===== src/rtl/modport_router.sv =====
// Per-input flit FIFO; a push and a pop may share a cycle even when full.
// Latency: a pushed flit is at the head right after its push edge (no bypass).
// Backpressure: none upstream; a push into a full FIFO without a pop is dropped.
module modport_router_fifo #(
    parameter int W     = 16,
    parameter int DEPTH = 4
) (
    input  logic         clk,
    input  logic         rst,
    input  logic         push_i,
    input  logic [W-1:0] dat_i,
    input  logic         pop_i,
    output logic [W-1:0] dat_o,
    output logic         empty_o
);
    localparam int AW = (DEPTH > 1) ? $clog2(DEPTH) : 1;
    localparam int CW = $clog2(DEPTH + 1);

    logic [W-1:0]  mem_q [DEPTH];
    logic [AW-1:0] wr_q, wr_d, rd_q, rd_d;
    logic [CW-1:0] cnt_q, cnt_d;
    logic          full, do_push, do_pop;

    assign empty_o = (cnt_q == '0);
    assign full    = (cnt_q == CW'(DEPTH));
    assign do_pop  = pop_i & ~empty_o;
    assign do_push = push_i & (~full | do_pop);
    assign dat_o   = mem_q[rd_q];

    // DEPTH is a power of two, so the pointers wrap by overflow.
    always_comb begin
        wr_d  = do_push ? wr_q + AW'(1) : wr_q;
        rd_d  = do_pop ? rd_q + AW'(1) : rd_q;
        cnt_d = cnt_q;
        if (do_push && !do_pop) begin
            cnt_d = cnt_q + CW'(1);
        end else if (do_pop && !do_push) begin
            cnt_d = cnt_q - CW'(1);
        end
    end

    always_ff @(posedge clk) begin
        if (do_push) begin
            mem_q[wr_q] <= dat_i;
        end
    end

    always_ff @(posedge clk or posedge rst) begin
        if (rst) begin
            wr_q  <= '0;
            rd_q  <= '0;
            cnt_q <= '0;
        end else begin
            wr_q  <= wr_d;
            rd_q  <= rd_d;
            cnt_q <= cnt_d;
        end
    end
endmodule

// Five-port XY-routed mesh router: single-flit packets, per-input FIFO, round-robin per output.
// Latency: flit pushed at edge k leaves at edge k+1 when uncontended and credited.
// Backpressure: per-output credit counters; a zero-credit output leaves flits queued at their input.
module modport_router #(
    parameter int X_COORD = 1,
    parameter int Y_COORD = 1,
    parameter int DEPTH   = 4
) (
    input  logic        clk,
    input  logic        rst,
    input  logic [15:0] north_i,
    input  logic [15:0] south_i,
    input  logic [15:0] east_i,
    input  logic [15:0] west_i,
    input  logic [15:0] local_i,
    input  logic        valid_n_i,
    input  logic        valid_s_i,
    input  logic        valid_e_i,
    input  logic        valid_w_i,
    input  logic        valid_l_i,
    input  logic        n_incr_i,
    input  logic        s_incr_i,
    input  logic        e_incr_i,
    input  logic        w_incr_i,
    input  logic        l_incr_i,
    output logic [15:0] north_o,
    output logic [15:0] south_o,
    output logic [15:0] east_o,
    output logic [15:0] west_o,
    output logic [15:0] local_o,
    output logic        valid_n_o,
    output logic        valid_s_o,
    output logic        valid_e_o,
    output logic        valid_w_o,
    output logic        valid_l_o,
    output logic        n_incr_o,
    output logic        s_incr_o,
    output logic        e_incr_o,
    output logic        w_incr_o,
    output logic        l_incr_o
);
    typedef struct packed {
        logic [3:0] dst_x;
        logic [3:0] dst_y;
        logic [7:0] payload;
    } flit_t;

    localparam int NP = 5;
    localparam int P_N = 0, P_S = 1, P_E = 2, P_W = 3, P_L = 4;
    localparam int CW = $clog2(DEPTH + 1);
    localparam logic [CW-1:0] CRED_MAX = CW'(DEPTH);
    localparam logic [3:0]    XC = 4'(X_COORD);
    localparam logic [3:0]    YC = 4'(Y_COORD);

    flit_t          in_dat [NP];
    flit_t          head   [NP];
    logic [NP-1:0]  in_vld, cred_in, empty, pop;
    logic [2:0]     dest   [NP];
    logic [NP-1:0]  req    [NP];
    logic [NP-1:0]  gnt    [NP];
    logic [NP-1:0]  send;

    flit_t          out_dat_q [NP], out_dat_d [NP];
    logic [NP-1:0]  out_vld_q, out_vld_d, incr_q, incr_d;
    logic [CW-1:0]  cred_q [NP], cred_d [NP];
    logic [2:0]     ptr_q  [NP], ptr_d  [NP];

    assign in_dat[P_N] = north_i;
    assign in_dat[P_S] = south_i;
    assign in_dat[P_E] = east_i;
    assign in_dat[P_W] = west_i;
    assign in_dat[P_L] = local_i;
    assign in_vld  = {valid_l_i, valid_w_i, valid_e_i, valid_s_i, valid_n_i};
    assign cred_in = {l_incr_i, w_incr_i, e_incr_i, s_incr_i, n_incr_i};

    for (genvar gi = 0; gi < NP; gi++) begin : g_in
        modport_router_fifo #(.W($bits(flit_t)), .DEPTH(DEPTH)) u_fifo (
            .clk     (clk),
            .rst     (rst),
            .push_i  (in_vld[gi]),
            .dat_i   (in_dat[gi]),
            .pop_i   (pop[gi]),
            .dat_o   (head[gi]),
            .empty_o (empty[gi])
        );
    end

    function automatic logic [2:0] xy_route(input logic [3:0] dx, input logic [3:0] dy);
        logic [2:0] r;
        if (dx > XC)      r = 3'(P_E);
        else if (dx < XC) r = 3'(P_W);
        else if (dy > YC) r = 3'(P_N);
        else if (dy < YC) r = 3'(P_S);
        else              r = 3'(P_L);
        return r;
    endfunction

    always_comb begin
        for (int i = 0; i < NP; i++) begin
            dest[i] = xy_route(head[i].dst_x, head[i].dst_y);
        end
        for (int o = 0; o < NP; o++) begin
            for (int i = 0; i < NP; i++) begin
                req[o][i] = ~empty[i] & (dest[i] == 3'(o));
            end
        end
    end

    // ptr_q holds the first input to search; it moves past the winner only on a grant.
    always_comb begin
        logic       found;
        logic [3:0] idx;
        found = 1'b0;
        idx   = '0;
        for (int o = 0; o < NP; o++) begin
            gnt[o]   = '0;
            ptr_d[o] = ptr_q[o];
            found    = 1'b0;
            if (cred_q[o] != '0) begin
                for (int k = 0; k < NP; k++) begin
                    idx = {1'b0, ptr_q[o]} + 4'(k);
                    if (idx >= 4'(NP)) idx = idx - 4'(NP);
                    if (!found && req[o][idx[2:0]]) begin
                        found              = 1'b1;
                        gnt[o][idx[2:0]]   = 1'b1;
                        ptr_d[o]           = (idx[2:0] == 3'(NP - 1)) ? 3'd0 : idx[2:0] + 3'd1;
                    end
                end
            end
        end
    end

    always_comb begin
        pop = '0;
        for (int o = 0; o < NP; o++) begin
            pop     = pop | gnt[o];
            send[o] = |gnt[o];
        end
    end

    always_comb begin
        out_vld_d = send;
        incr_d    = pop;
        for (int o = 0; o < NP; o++) begin
            out_dat_d[o] = out_dat_q[o];
            for (int i = 0; i < NP; i++) begin
                if (gnt[o][i]) out_dat_d[o] = head[i];
            end
            // A return and a send in the same cycle cancel; a send implies credit > 0.
            cred_d[o] = cred_q[o];
            case ({send[o], cred_in[o]})
                2'b10:   cred_d[o] = cred_q[o] - CW'(1);
                2'b01:   cred_d[o] = (cred_q[o] == CRED_MAX) ? CRED_MAX : cred_q[o] + CW'(1);
                default: cred_d[o] = cred_q[o];
            endcase
        end
    end

    always_ff @(posedge clk or posedge rst) begin
        if (rst) begin
            out_vld_q <= '0;
            incr_q    <= '0;
            for (int o = 0; o < NP; o++) begin
                out_dat_q[o] <= '0;
                cred_q[o]    <= CRED_MAX;
                ptr_q[o]     <= '0;
            end
        end else begin
            out_vld_q <= out_vld_d;
            incr_q    <= incr_d;
            for (int o = 0; o < NP; o++) begin
                out_dat_q[o] <= out_dat_d[o];
                cred_q[o]    <= cred_d[o];
                ptr_q[o]     <= ptr_d[o];
            end
        end
    end

    assign north_o   = out_dat_q[P_N];
    assign south_o   = out_dat_q[P_S];
    assign east_o    = out_dat_q[P_E];
    assign west_o    = out_dat_q[P_W];
    assign local_o   = out_dat_q[P_L];
    assign valid_n_o = out_vld_q[P_N];
    assign valid_s_o = out_vld_q[P_S];
    assign valid_e_o = out_vld_q[P_E];
    assign valid_w_o = out_vld_q[P_W];
    assign valid_l_o = out_vld_q[P_L];
    assign n_incr_o  = incr_q[P_N];
    assign s_incr_o  = incr_q[P_S];
    assign e_incr_o  = incr_q[P_E];
    assign w_incr_o  = incr_q[P_W];
    assign l_incr_o  = incr_q[P_L];
endmodule


===== config.mk =====
export PLATFORM = sky130hd
export DESIGN_NAME = modport_router
export DESIGN_NICKNAME = d
export VERILOG_FILES = /design/src/rtl/modport_router.sv
export SDC_FILE = /design/constraint.sdc
export NUM_CORES = 1
export LEC_CHECK = 0
export BUFFER_PORTS_ARGS = -buffer_cell sky130_fd_sc_hd__buf_2
export CELL_PAD_IN_SITES_DETAIL_PLACEMENT = 0
export CELL_PAD_IN_SITES_GLOBAL_PLACEMENT = 2
export CORE_ASPECT_RATIO = 1.75
export CORE_UTILIZATION = 43
export CTS_BUF_LIST = sky130_fd_sc_hd__clkbuf_2 sky130_fd_sc_hd__clkbuf_4 sky130_fd_sc_hd__clkbuf_8
export CTS_CLUSTER_DIAMETER = 30
export DETAILED_ROUTE_END_ITERATION = 7
export GPL_TIMING_DRIVEN = 0
export PLACE_DENSITY_LB_ADDON = 0.1
export SYNTH_ARGS = -nofsm -noshare
export SYNTH_HDL_FRONTEND = slang
export SYNTH_SLANG_ARGS = --single-unit

===== constraint.sdc =====
create_clock -name clk -period 6.5 [get_ports clk]
set_clock_uncertainty 0.05 [all_clocks]
set_input_delay 0.65 -clock clk [delete_from_list [all_inputs] [get_ports clk]]
set_output_delay 0.65 -clock clk [all_outputs]
set_load 0.01 [all_outputs]

# After elaboration in Yosys (flattened, before gate mapping)
# Memory sizes are Yosys's and may differ from the RTL's.
# Cells that the tools add are included.
[classes] n_addsub=100 order_cmp=95 eq_ne=65 n_mux=365 bitwise=74 reduce_logical=130
[op_table] operator="3-bit two-way mux" n=135
[op_table] operator="16-bit two-way mux" n=25
[op_table] operator="5-bit two-way mux" n=50
[op_table] operator="3-bit == test, second input constant" n=40
[op_table] operator="5-bit OR" n=24
[op_table] operator="3-bit by 1-bit adder with 3-bit output, second input constant" n=35
[op_table] operator="3-bit by 4-bit < comparator with 1-bit output, second input constant" n=25
[op_table] operator="1-bit two-way mux" n=100
[op_table] operator="4-bit by 3-bit >= comparator with 1-bit output, second input constant" n=20
[op_table] operator="1-bit binary-select mux with 3-bit select" n=25
[op_table] operator="1-bit demux with 3-bit select" n=25
[op_table] operator="3-bit by 1-bit >= comparator with 1-bit output, second input constant" n=25
[op_table] operator="3-bit subtractor, second input constant" n=25
[op_table] operator="1-bit logical AND" n=55
[op_table] operator="5-bit nonzero test" n=10
[op_table] operator="3-bit by 2-bit adder with 4-bit output, second input constant" n=10
[op_table] operator="4-bit by 1-bit greater-than comparator with 1-bit output, second input constant" n=10
[op_table] operator="4-bit by 1-bit < comparator with 1-bit output, second input constant" n=10
[op_table] operator="1-bit bitwise AND" n=35
[op_table] operator="3-bit by 2-bit == test with 1-bit output, second input constant" n=10
[op_table] operator="1-bit zero test" n=30
[op_table] operator="3-bit zero test" n=10
[op_table] operator="3-bit one-hot mux with 2 select lines" n=5
[op_table] operator="3-bit by 1-bit subtractor with 3-bit output, second input constant" n=10
[op_table] operator="13 further kinds" n=80
[totals] register_bits=155 ram_bits=320 inputBits=92 out_inout_bits=90 word_cells=876 n_memories=5
[memory_table] name="g_in[0].u_fifo.mem_q" depth=4 word_bits=16 read_ports=1 rd_ports_with_merged_regs=0 wr=1 line="19" rtl="logic [W-1:0] mem_q [DEPTH];"
[memory_table] name="g_in[1].u_fifo.mem_q" depth=4 word_bits=16 read_ports=1 rd_ports_with_merged_regs=0 wr=1 line="19"
[memory_table] name="g_in[2].u_fifo.mem_q" depth=4 word_bits=16 read_ports=1 rd_ports_with_merged_regs=0 wr=1 line="19"
[memory_table] name="g_in[3].u_fifo.mem_q" depth=4 word_bits=16 read_ports=1 rd_ports_with_merged_regs=0 wr=1 line="19"
[memory_table] name="g_in[4].u_fifo.mem_q" depth=4 word_bits=16 read_ports=1 rd_ports_with_merged_regs=0 wr=1 line="19"

# Depth between registers and ports, before layout
# Gate-level depths: netlist of run 1.
# An unclocked memory read counts as a cell.
[depth] ltp_word=39 mapped_depth=25 mapped_depth_nobuf=22

# Modules after synthesis
# From an unflattened synthesis of run 1, not the netlist that was laid out.
[unflattened] cells_unflattened=2499 hier_area_um2=28562.4
[by_module_without_submodules] mod="modport_router" instances=1 cells_per_inst=1904 area_per_inst_um2=14861.8 seq_area_each_um2=3009.1
[by_module_without_submodules] mod="modport_router_fifo" instances=5 cells_per_inst=119 area_per_inst_um2=2740.1 seq_area_each_um2=2097.0

# Worst setup path after synthesis of run 1
# Ideal clock, no wire load.
[synth_timing] path_type="reg2reg" from="register ptr_q[0] (netlist bit)" to="register g_in[3].u_fifo.cnt_q[2]" setup_ps=79 arrival_time_ps=5251 required_ps=6371 slack_ps=1119 stages_incl_launch_ff=22 n_path_buf=3 synth_period_minus_slack_ps=5381 path_cell_list="dfrtp_1 -> clkbuf_1 -> clkinv_1 -> ha_1 -> ha_1 -> clkbuf_1 -> buf_1 -> nor4_1 -> a31oi_1 -> o22ai_1 -> a2111oi_0 -> nor4b_1 -> or3b_1 -> o211ai_1 -> a21oi_1 -> a41oi_4 -> ha_1 -> inv_1 -> fa_1 -> xor2_1 -> nor2_1 -> xor2_1"
[synth_between] elab_chain_len=30 elab_cells_between_ends=99 classes_between="9 x add/sub; 15 x order compare; 49 x mux; 8 x bitwise; 18 x reduce/logical"
[synth_lines] item="start, declared" line="126" rtl="logic [2:0] ptr_q [NP], ptr_d [NP];"
[synth_lines] item="start signal, assigned by index" line="234" rtl="ptr_q[o] <= ptr_d[o];"
[synth_lines] item="branches (longest 21 deep; another with 3-bit by 1-bit adder with 4-bit output)"
[synth_lines] item="5-bit two-way mux *" line="183" rtl="if (!found && req[o][idx[2:0]]) begin"
[synth_lines] item="5-bit two-way mux *" line="179" rtl="if (cred_q[o] != '0) begin"
[synth_lines] item="5-bit OR *" line="196" rtl="pop = pop | gnt[o];"
[synth_lines] item="1-bit bitwise AND *" line="26" rtl="assign do_pop = pop_i & ~empty_o;"
[synth_lines] item="1-bit OR *" line="27" rtl="assign do_push = push_i & (~full | do_pop);"
[synth_lines] item="1-bit bitwise AND *" line="27"
[synth_lines] item="via g_in[3].u_fifo.do_push" line="22" rtl="logic full, do_push, do_pop;"
[synth_lines] item="1-bit zero test" line="37" rtl="end else if (do_pop && !do_push) begin"
[synth_lines] item="1-bit logical AND" line="37"
[synth_lines] item="2-bit nonzero test (no line)"
[synth_lines] item="end signal, assigned" line="56" rtl="cnt_q <= cnt_d;"
[synth_lines] item="end, declared" line="21" rtl="logic [CW-1:0] cnt_q, cnt_d;"
# Mark *: on every way through the listed nets, which the timed path passes. The select of a mux whose other input is x is not followed.
# A chain may end at the register's enable or synchronous reset.

# Worst setup path in the final report of run 1
[layout_timing] from="register g_in[3].u_fifo.rd_q[1]" to="register g_in[3].u_fifo.cnt_q[1]"
[layout_between] elab_cells_between_ends=232 classes_between="4 x order compare; 4 x eq/ne; 145 x mux; 32 x bitwise; 46 x reduce/logical; 1 x memory"
[layout_lines] item="start, declared" line="20" rtl="logic [AW-1:0] wr_q, wr_d, rd_q, rd_d;"
[layout_lines] item="start signal, assigned" line="55" rtl="rd_q <= rd_d;"
[layout_lines] item="memory 4 x 16 bit *"
[layout_lines] item="4-bit by 1-bit < comparator with 1-bit output" line="153" rtl="else if (dy < YC) r = 3'(P_S);"
[layout_lines] item="3-bit two-way mux" line="153"
[layout_lines] item="3-bit two-way mux" line="152" rtl="else if (dy > YC) r = 3'(P_N);"
[layout_lines] item="3-bit two-way mux" line="151" rtl="else if (dx < XC) r = 3'(P_W);"
[layout_lines] item="3-bit two-way mux *" line="150" rtl="if (dx > XC) r = 3'(P_E);"
[layout_lines] item="3-bit by 1-bit == test with 1-bit output / 3-bit zero test (equally long branches)" line="164" rtl="req[o][i] = ~empty[i] & (dest[i] == 3'(o));"
[layout_lines] item="1-bit bitwise AND" line="164"
[layout_lines] item="[... 23 more ...]"
[layout_lines] item="5-bit OR *" line="196"
[layout_lines] item="1-bit bitwise AND *" line="26"
[layout_lines] item="1-bit OR *" line="27"
[layout_lines] item="1-bit bitwise AND *" line="27"
[layout_lines] item="via g_in[3].u_fifo.do_push" line="22"
[layout_lines] item="1-bit logical AND *" line="35" rtl="if (do_push && !do_pop) begin"
[layout_lines] item="3-bit two-way mux *" line="35"
[layout_lines] item="via g_in[3].u_fifo.cnt_d[1]" line="21"
# The timed path passes the listed nets; every way through them passes the cells marked *. The select of a mux whose other input is x is not followed.

==> metrics.md, run 1 <==
| Metric | Value |
|---|---|
| Tightest Hold Check Type | in2reg |
| Largest family of logic cells by synthesized area | compound AO/OA/AOI/OAI gates |
| Crit-path max cell delay | a little under 0.8 ns |
| Routed vias | between 20,000 and 25,000 |
| Routing usage on met3 | 6.162% |
| Period minus WS final | around 6.3 ns |
| First-pass GRT wire length | around 150,000 um |
| Cts bufs inserted | 80 |
| Total GRT Usage | just over 30% |
| Fin crit share | a little over nine tenths |
| Hold path endpoint | g_in[2].u_fifo.mem_q[3][12] |
| Root Buffer | clkbuf_8 |
| Cell count of the worst reg-to-reg path | 16 |
| Number of I/O port buffers | 181 |
| Xor/xnor share of the synthesized area | approximately 1.5% |
| R2R setup slack | a little over 0.2 ns |
| Ratio of cells with drive above 1 in the final layout | between 20% and 30% |
| Min-Delay Path Depth | 1 |
| Full die area | between 0.06 and 0.07 mm^2 |
| GR Layer Usage met2 | a little over half |
| FP Rows | 125 |
| Reg2reg start | g_in[3].u_fifo.rd_q[1] |
| Initial Utilization | a little over two fifths |
| Post-route ant nets | 0 |
| Compound-Gate Fraction of Synth Area | around 16% |
| Via count of the first global-routing pass | 23,736 |
| GR Util met1 | between 30% and 40% |
| Final setup viols | 0 |
| Mapped cell area | between 0.02 and 0.03 mm^2 |
| Slew Limit Fails | 0 |
| Max_cap viols | 0 |
| Iteration count of the initial detailed-routing pass | 8 |
| Top FF cell, synth | edfxtp_1 |
| Post-synthesis mux area share | roughly 11% |
| Drt wl/cell | ~27 um |
| Die Wd | 198.1 um |
| Fmax | about 160 MHz |
| Unrepaired setup endpoints after global routing | true |
| Total Wirelength | a little over 100,000 um |
| Clock latency on the worst-skew pair | about 0.72 ns |
| Antenna violations before repair | 7 |
| Outcome | finished, final reports clean |
| Startpoint Class | register |
| Relative slew margins | a little under a fifth |
| Register area share after synthesis | between 40 and 50% |
| Syn_nets | between 2,000 and 3,000 |
| Crit path DAT | roughly 6.8 ns |
| R2r endpoint | g_in[3].u_fifo.cnt_q[1] |
| Core area | between 0.06 and 0.07 mm^2 |
| DRC | 0 |
| Slew at the pin with the worst max-slew slack | approximately 1.2 ns |
| Largest net degree at the start of global routing | 105 |
| Post-Syn Instances | approximately 2,600 |
| Critical path's slowest cell | or4_1 |
| Global route overflow | 0 |
| Starting DRC count in detailed routing | approximately 1,700 |
| Boundary Pins | 182 |
| Async S/R FF share, synth | roughly 33% |
| GR peak layer | met2 |
| Adder-Cell Fraction of Synth Area | roughly 6.6% |
| Hold_ws | between 0.09 and 0.1 ns |
| Crit Path Class | reg2reg |
| Maximum buffer depth of the clock tree | 3 |
| Number of synthesis warnings | 0 |
| Mapped Avg Cell Area | between 10 and 15 um^2 |
| Hold Path Origin | east_i[12] |
| Worst path required time | just over 7 ns |
| Clock sink count | between 400 and 500 |
| Max Fanout on Critical Path | 10 |
| GP Congestion | between 0.9 and 1 |
| CP Cell Sequence | clkbuf_1 -> mux4_2 -> or4_1 -> nor4b_4 -> o22ai_1 -> or4b_1 -> clkbuf_2 -> nand2_1 -> nor4_2 -> o31ai_4 -> and3_4 -> a41oi_4 -> ha_1 -> inv_1 -> fa_1 -> mux2_2 |
| Worst-path clk slew | approximately 0.070 ns |
| Yosys cell types | approximately 110 |
| CP endpoint kind | register |
| DR vias/cell | 6.104 |
| Finished Cell Area | ~0.033 mm^2 |
| HPWL after DPL | between 80,000 and 90,000 um |
| Final nets | roughly 3,100 |
| Yosys reg bits | 475 |
| Final hold viol count | 0 |
| Sum of negative setup slack | 0 ns |
| Post-synth EDFFs | 320 |
| Area growth from synthesis to layout | 14.59% |
| Die Ht | ~350 um |
| Placed cell area | just over 0.03 mm^2 |
| Post-Synth Simple-Gate Area | approximately 15% |
| CTS tree | done |
| H-tree lvl count | 3 |
## metrics by stage
| stage | setup slack [ns] | std cells | util (%) |
|---|---|---|---|
| 2_1_floorplan | 1.119 | 2609 | - |
| 3_3_place_gp | -1.488 | 3679 | 46.56 |
| 3_5_place_dp | -1.014 | 3686 | 46.76 |
| 4_1_cts | 0.002944 | 3839 | 49.51 |
| 5_1_grt | -0.02475 | 3849 | 49.86 |
| 6_report | 0.2031 | 3854 | 49.88 |
## worst max-delay path, delay by kind of cell (launching register included)
kind                       cells  cell delay (ns)
AOI/OAI and AO/OA              3             1.09
adders and majority gates      2             0.68
buffers and inverters          3             0.66
DFF                            1             0.34
muxes                          2             0.77
and+or+nand+nor                6             2.58
## routing by layer
layer	vias up	wire, um	share of wire [%]
met1	11624	37070	36
met3	318	6459	6.3
li1	10620	-	-
met5	-	38	0.037
met2	956	52970	51
met4	6	6714	6.5
## cell type report
cell class / count / area (um^2)
Clock inverter: 51 / 445.4
Tap cell: 889 / 1112
Timing Repair Buffer: 206 / 1124
Sequential cell: 475 / 13490
Buffer: 114 / 489.2
Inverter: 146 / 559.3
Clock buffer: 96 / 1252
Fill cell: 6082 / 33320
Antenna cell: 7 / 17.52
Multi-Input combinational cell: 1870 / 14660
## kinds of logic after synthesis
kind of cell / after synthesis
compound gates: 625
xor+xnor: 50
fa+ha+maj: 146
buf+inv: 264
flops: 475
mux: 208
simple gates: 841
## repair_timing
item                       in CTS  in global routing
resized for setup              20                 49
hold buffers                    1                  0
setup endpoints to repair     379                325
hold endpoints to repair       47                  0
setup buffers                   7                 10
pin swaps                       3                  4
## flip-flops by register name, summed over array words and instances (netlist names)
| name | flops |
|---|---|
| cred_q | 15 |
| east_o | 16 |
| g_in.u_fifo.cnt_q | 15 |
| g_in.u_fifo.mem_q | 320 |
| g_in.u_fifo.rd_q | 10 |
| g_in.u_fifo.wr_q | 10 |
| incr_q | 5 |
| local_o | 16 |
| north_o | 16 |
| out_vld_q | 5 |
| ptr_q | 15 |
| south_o | 16 |
| west_o | 16 |
## Yosys cell counts (13+ instances only)
library cell | count | area share, %
a221oi_1 | 34 | 1.0
nor2b_1 | 44 | 0.95
o22ai_1 | 37 | 0.80
edfxtp_1 | 320 | 33
nand3_1 | 76 | 1.3
ha_1 | 136 | 5.9
mux2_2 | 46 | 1.8
nand2b_1 | 41 | 0.89
and3_1 | 31 | 0.67
dfrtp_1 | 150 | 13
nor2_1 | 195 | 2.5
nor3_1 | 79 | 1.4
or2_2 | 16 | 0.35
a211oi_1 | 40 | 1.0
buf_2 | 14 | 0.24
xnor2_1 | 33 | 1.0
nand4_1 | 13 | 0.28
a21oi_1 | 99 | 1.7
o221ai_1 | 20 | 0.61
mux2i_1 | 76 | 2.6
and2_1 | 40 | 0.86
o31ai_1 | 22 | 0.57
inv_1 | 139 | 1.8
a21o_1 | 30 | 0.78
o21ai_0 | 103 | 1.8
xor2_1 | 17 | 0.51
clkbuf_1 | 90 | 1.2
mux4_2 | 80 | 6.2
nand2_1 | 168 | 2.2
or3_1 | 25 | 0.54
a31oi_1 | 48 | 1.0
a211o_1 | 15 | 0.45
nor4_1 | 23 | 0.50
o211ai_1 | 14 | 0.36
## worst max-delay path by stage
stage	startpoint	endpoint	cells past startpoint
floorplan	ptr_q[0]	g_in[3].u_fifo.cnt_q[2]	21
global placement	ptr_q[9]	g_in[0].u_fifo.mem_q[0][0]	13
detailed placement	ptr_q[0]	g_in[3].u_fifo.cnt_q[2]	19
CTS	g_in[1].u_fifo.rd_q[1]	g_in[1].u_fifo.cnt_q[2]	19
global route	ptr_q[0]	g_in[1].u_fifo.cnt_q[2]	22
finish	g_in[3].u_fifo.rd_q[1]	g_in[3].u_fifo.cnt_q[1]	16
## layout by cell type, fill, tap and decap left out, drive strengths merged, types with 31 or more instances in the layout
cell | Yosys | routed
nand3 | 76 | 76
buf | 26 | 228
xnor2 | 33 | 33
clkinv | 4 | 34
o22ai | 37 | 37
nor3 | 81 | 81
and3 | 32 | 32
and2 | 41 | 41
a21o | 31 | 31
inv | 142 | 150
a221oi | 34 | 34
nor2 | 198 | 198
mux4 | 81 | 81
a21oi | 99 | 99
nor2b | 44 | 44
dfrtp | 150 | 150
o21ai | 109 | 109
nand2b | 41 | 41
edfxtp | 320 | 320
mux2i | 76 | 76
a211oi | 40 | 40
nand2 | 168 | 168
a31oi | 49 | 49
ha | 136 | 136
mux2 | 51 | 51
clkbuf | 92 | 187
Power of run 1 is not shown: default switching activity piles up to over one toggle a cycle in this logic, so the estimate is an artifact.
==> inputs of run 2 (changes only) <==
--- a/config.mk
+++ b/config.mk
@@ -15,6 +15,7 @@
 export DETAILED_ROUTE_END_ITERATION = 7
 export GPL_TIMING_DRIVEN = 0
 export PLACE_DENSITY_LB_ADDON = 0.1
+export RECOVER_POWER = 100
 export SYNTH_ARGS = -nofsm -noshare
 export SYNTH_HDL_FRONTEND = slang
 export SYNTH_SLANG_ARGS = --single-unit
==> run 2 against run 1 <==
Against the previous run: the run now ends with capacitance limit, slew limit left; clock-buffer cell count unchanged; largest cell class unchanged; final cell count about the same; core utilization decreased by 0.42 points; sequential cell count unchanged; via count decreased by 0.32%; maximum frequency decreased by 0.88%; wire length increased by 0.36%; non-clock buffer count unchanged; first-iteration DRC count decreased by 5.0%; highest routed layer unchanged; register-to-register slack got worse by 0.06 ns; sequential share of layout area increased by 0.34 points; setup slack got worse by 0.056 ns.
==> metrics.md, run 2 (synthesized netlist as in run 1, its figures left out) <==
| Metric | Value |
|---|---|
| Period minus WS final | 6.353 ns |
| Setup ws final | roughly 0.15 ns |
| Global route overflow | 0 |
| Final hold viol count | 0 |
| Drt wl/cell | approximately 27 um |
| Full die area | 0.06837 mm^2 |
| Boundary Pins | 182 |
| Via count of the first global-routing pass | around 24,000 |
| Met1 Wirelength | between 30,000 and 40,000 um |
| Biggest register | g_in.u_fifo.mem_q |
| Routed vias | roughly 23,000 |
| Reg2reg start | g_in[3].u_fifo.rd_q[1] |
| Worst Setup SP | g_in[3].u_fifo.rd_q[1] |
| Final nets | 3,131 |
| Max reg flops | 320 |
| Max layer used | met5 |
| CTS tree | done |
| CP endpoint kind | register |
| Relative slew margins | -99.29% |
| Fmax | between 150 and 200 MHz |
| Most common cell after layout, fill and taps aside | edfxtp_1 |
| R2R setup slack | 0.15 ns |
| Maximum buffer depth of the clock tree | 3 |
| H-tree lvl count | 3 |
| Max_cap viols | 3 |
| Worst-path clk slew | 0.07 ns |
| Starting DRC count in detailed routing | between 1,500 and 2,000 |
| DP Worst Slack | -1.014 ns |
| Initial Utilization | between 40% and 50% |
| Antenna violations before repair | 5 |
| DR vias/cell | between 6 and 7 |
| DRC | 0 |
| Worst path required time | between 7 and 8 ns |
| Crit Path Class | reg2reg |
| Total Wirelength | 103,600 um |
| Tightest Hold Check Type | in2reg |
| Number of I/O port buffers | 181 |
| Fin crit share | between 90% and 100% |
| Cts bufs inserted | 80 |
| HPWL after DPL | roughly 80,000 um |
| Clock latency on the worst-skew pair | 0.72 ns |
| WL met3 | 6577 um |
| Post-route ant nets | 0 |
| Max Fanout on Critical Path | 10 |
| Most frequent cells in the layout | edfxtp_1, clkbuf_1, nor2_1, nand2_1, dfrtp_1 |
| Area growth from synthesis to layout | 13.63% |
| Total GRT Usage | 30.39% |
| Outcome | complete, but fails checks |
| Root Buffer | clkbuf_8 |
| Clock sink count | roughly 480 |
| Crit path DAT | between 6 and 7 ns |
| Ratio of cells with drive above 1 in the final layout | ~14% |
| Failing checks | capacitance limit, slew limit |
| Slew Limit Fails | between 150 and 200 |
| Startpoint Class | register |
| First-pass GRT wire length | around 150,000 um |
| Largest net degree at the start of global routing | 105 |
| Final setup viols | 0 |
| Hold Path Origin | local_i[6] |
| WL met2 | 52,990 um |
| Slew at the pin with the worst max-slew slack | approximately 3 ns |
| GP Congestion | 0.9780 |
| Die Ht | roughly 350 um |
| Die Wd | just under 200 um |
| Unrepaired setup endpoints after global routing | true |
| Iteration count of the initial detailed-routing pass | 7 |
| FP Rows | around 130 |
| Core area | roughly 0.066 mm^2 |
[run 2: changes by cell type in the layout (fill, tap and decap cells not counted), sizes merged]
cell and delta:
buf -175, inv -1, clkinvlp +1, clkbuf +175
diode -3
[run 2: per-stage QoR]
stage | setup TNS [ns] | hold slack, ns | std cells | utilization (%) | instance area [um^2]
after floorplan | 0 | 0.4203 | 2609 | - | 28930
after global placement | -466.22 | 0.3964 | 3679 | 46.56 | 30950
after detailed placement | -267.05 | 0.4067 | 3686 | 46.76 | 31080
after CTS | 0 | 0.04704 | 3839 | 49.51 | 32910
after global routing | -0.03077 | 0.1335 | 3849 | 49.45 | 32870
final | 0 | 0.1427 | 3851 | 49.46 | 32880
[run 2: area by class of cell]
class | instances | area (um^2)
Fill cell | 6176 | 33590
Multi-Input combinational cell | 1870 | 14650
Sequential cell | 475 | 13490
Clock buffer | 96 | 1252
Tap cell | 889 | 1112
Timing Repair Buffer | 206 | 873.3
Inverter | 146 | 553.0
Buffer | 114 | 488.0
Clock inverter | 51 | 445.4
Antenna cell | 4 | 10.01
[run 2: what timing repair did]
item	4_1_cts	5_1_grt
endpoints found under the hold margin	47	0
resized for setup	20	49
hold buffers	1	0
endpoints found under the setup margin	379	325
buffers inserted	7	10
pin swaps	3	4
[run 2: worst paths after layout]
kind | end | depth (start not counted)
max | g_in[3].u_fifo.cnt_q[1] | 16
min | g_in[4].u_fifo.mem_q[3][6] | 1
max reg2reg | g_in[3].u_fifo.cnt_q[1] | 16
min reg2reg | local_o[12] | 1
max in group asynchronous | g_in[3].u_fifo.wr_q[0] | 4
min in group asynchronous | west_o[14] | 3
[run 2: routing by layer]
metal | GRT usage, % | vias up
li1 | - | 10617
met1 | 32.98 | 11540
met2 | 53.95 | 972
met3 | 6.162 | 316
met4 | 18.05 | 4
met5 | 0 | -
[run 2: critical path, stage by stage (launching register included)]
cell	delay (ns)
dfrtp_1	0.34
clkbuf_1	0.38
mux4_2	0.50
or4_1	0.79
nor4b_4	0.49
o22ai_1	0.25
or4b_1	0.56
clkbuf_1	0.22
nand2_1	0.30
nor4_2	0.11
o31ai_4	0.63
and3_4	0.36
a41oi_4	0.22
ha_1	0.29
inv_1	0.07
fa_1	0.40
mux2_2	0.27
Power of run 2 is left out for the same reason.
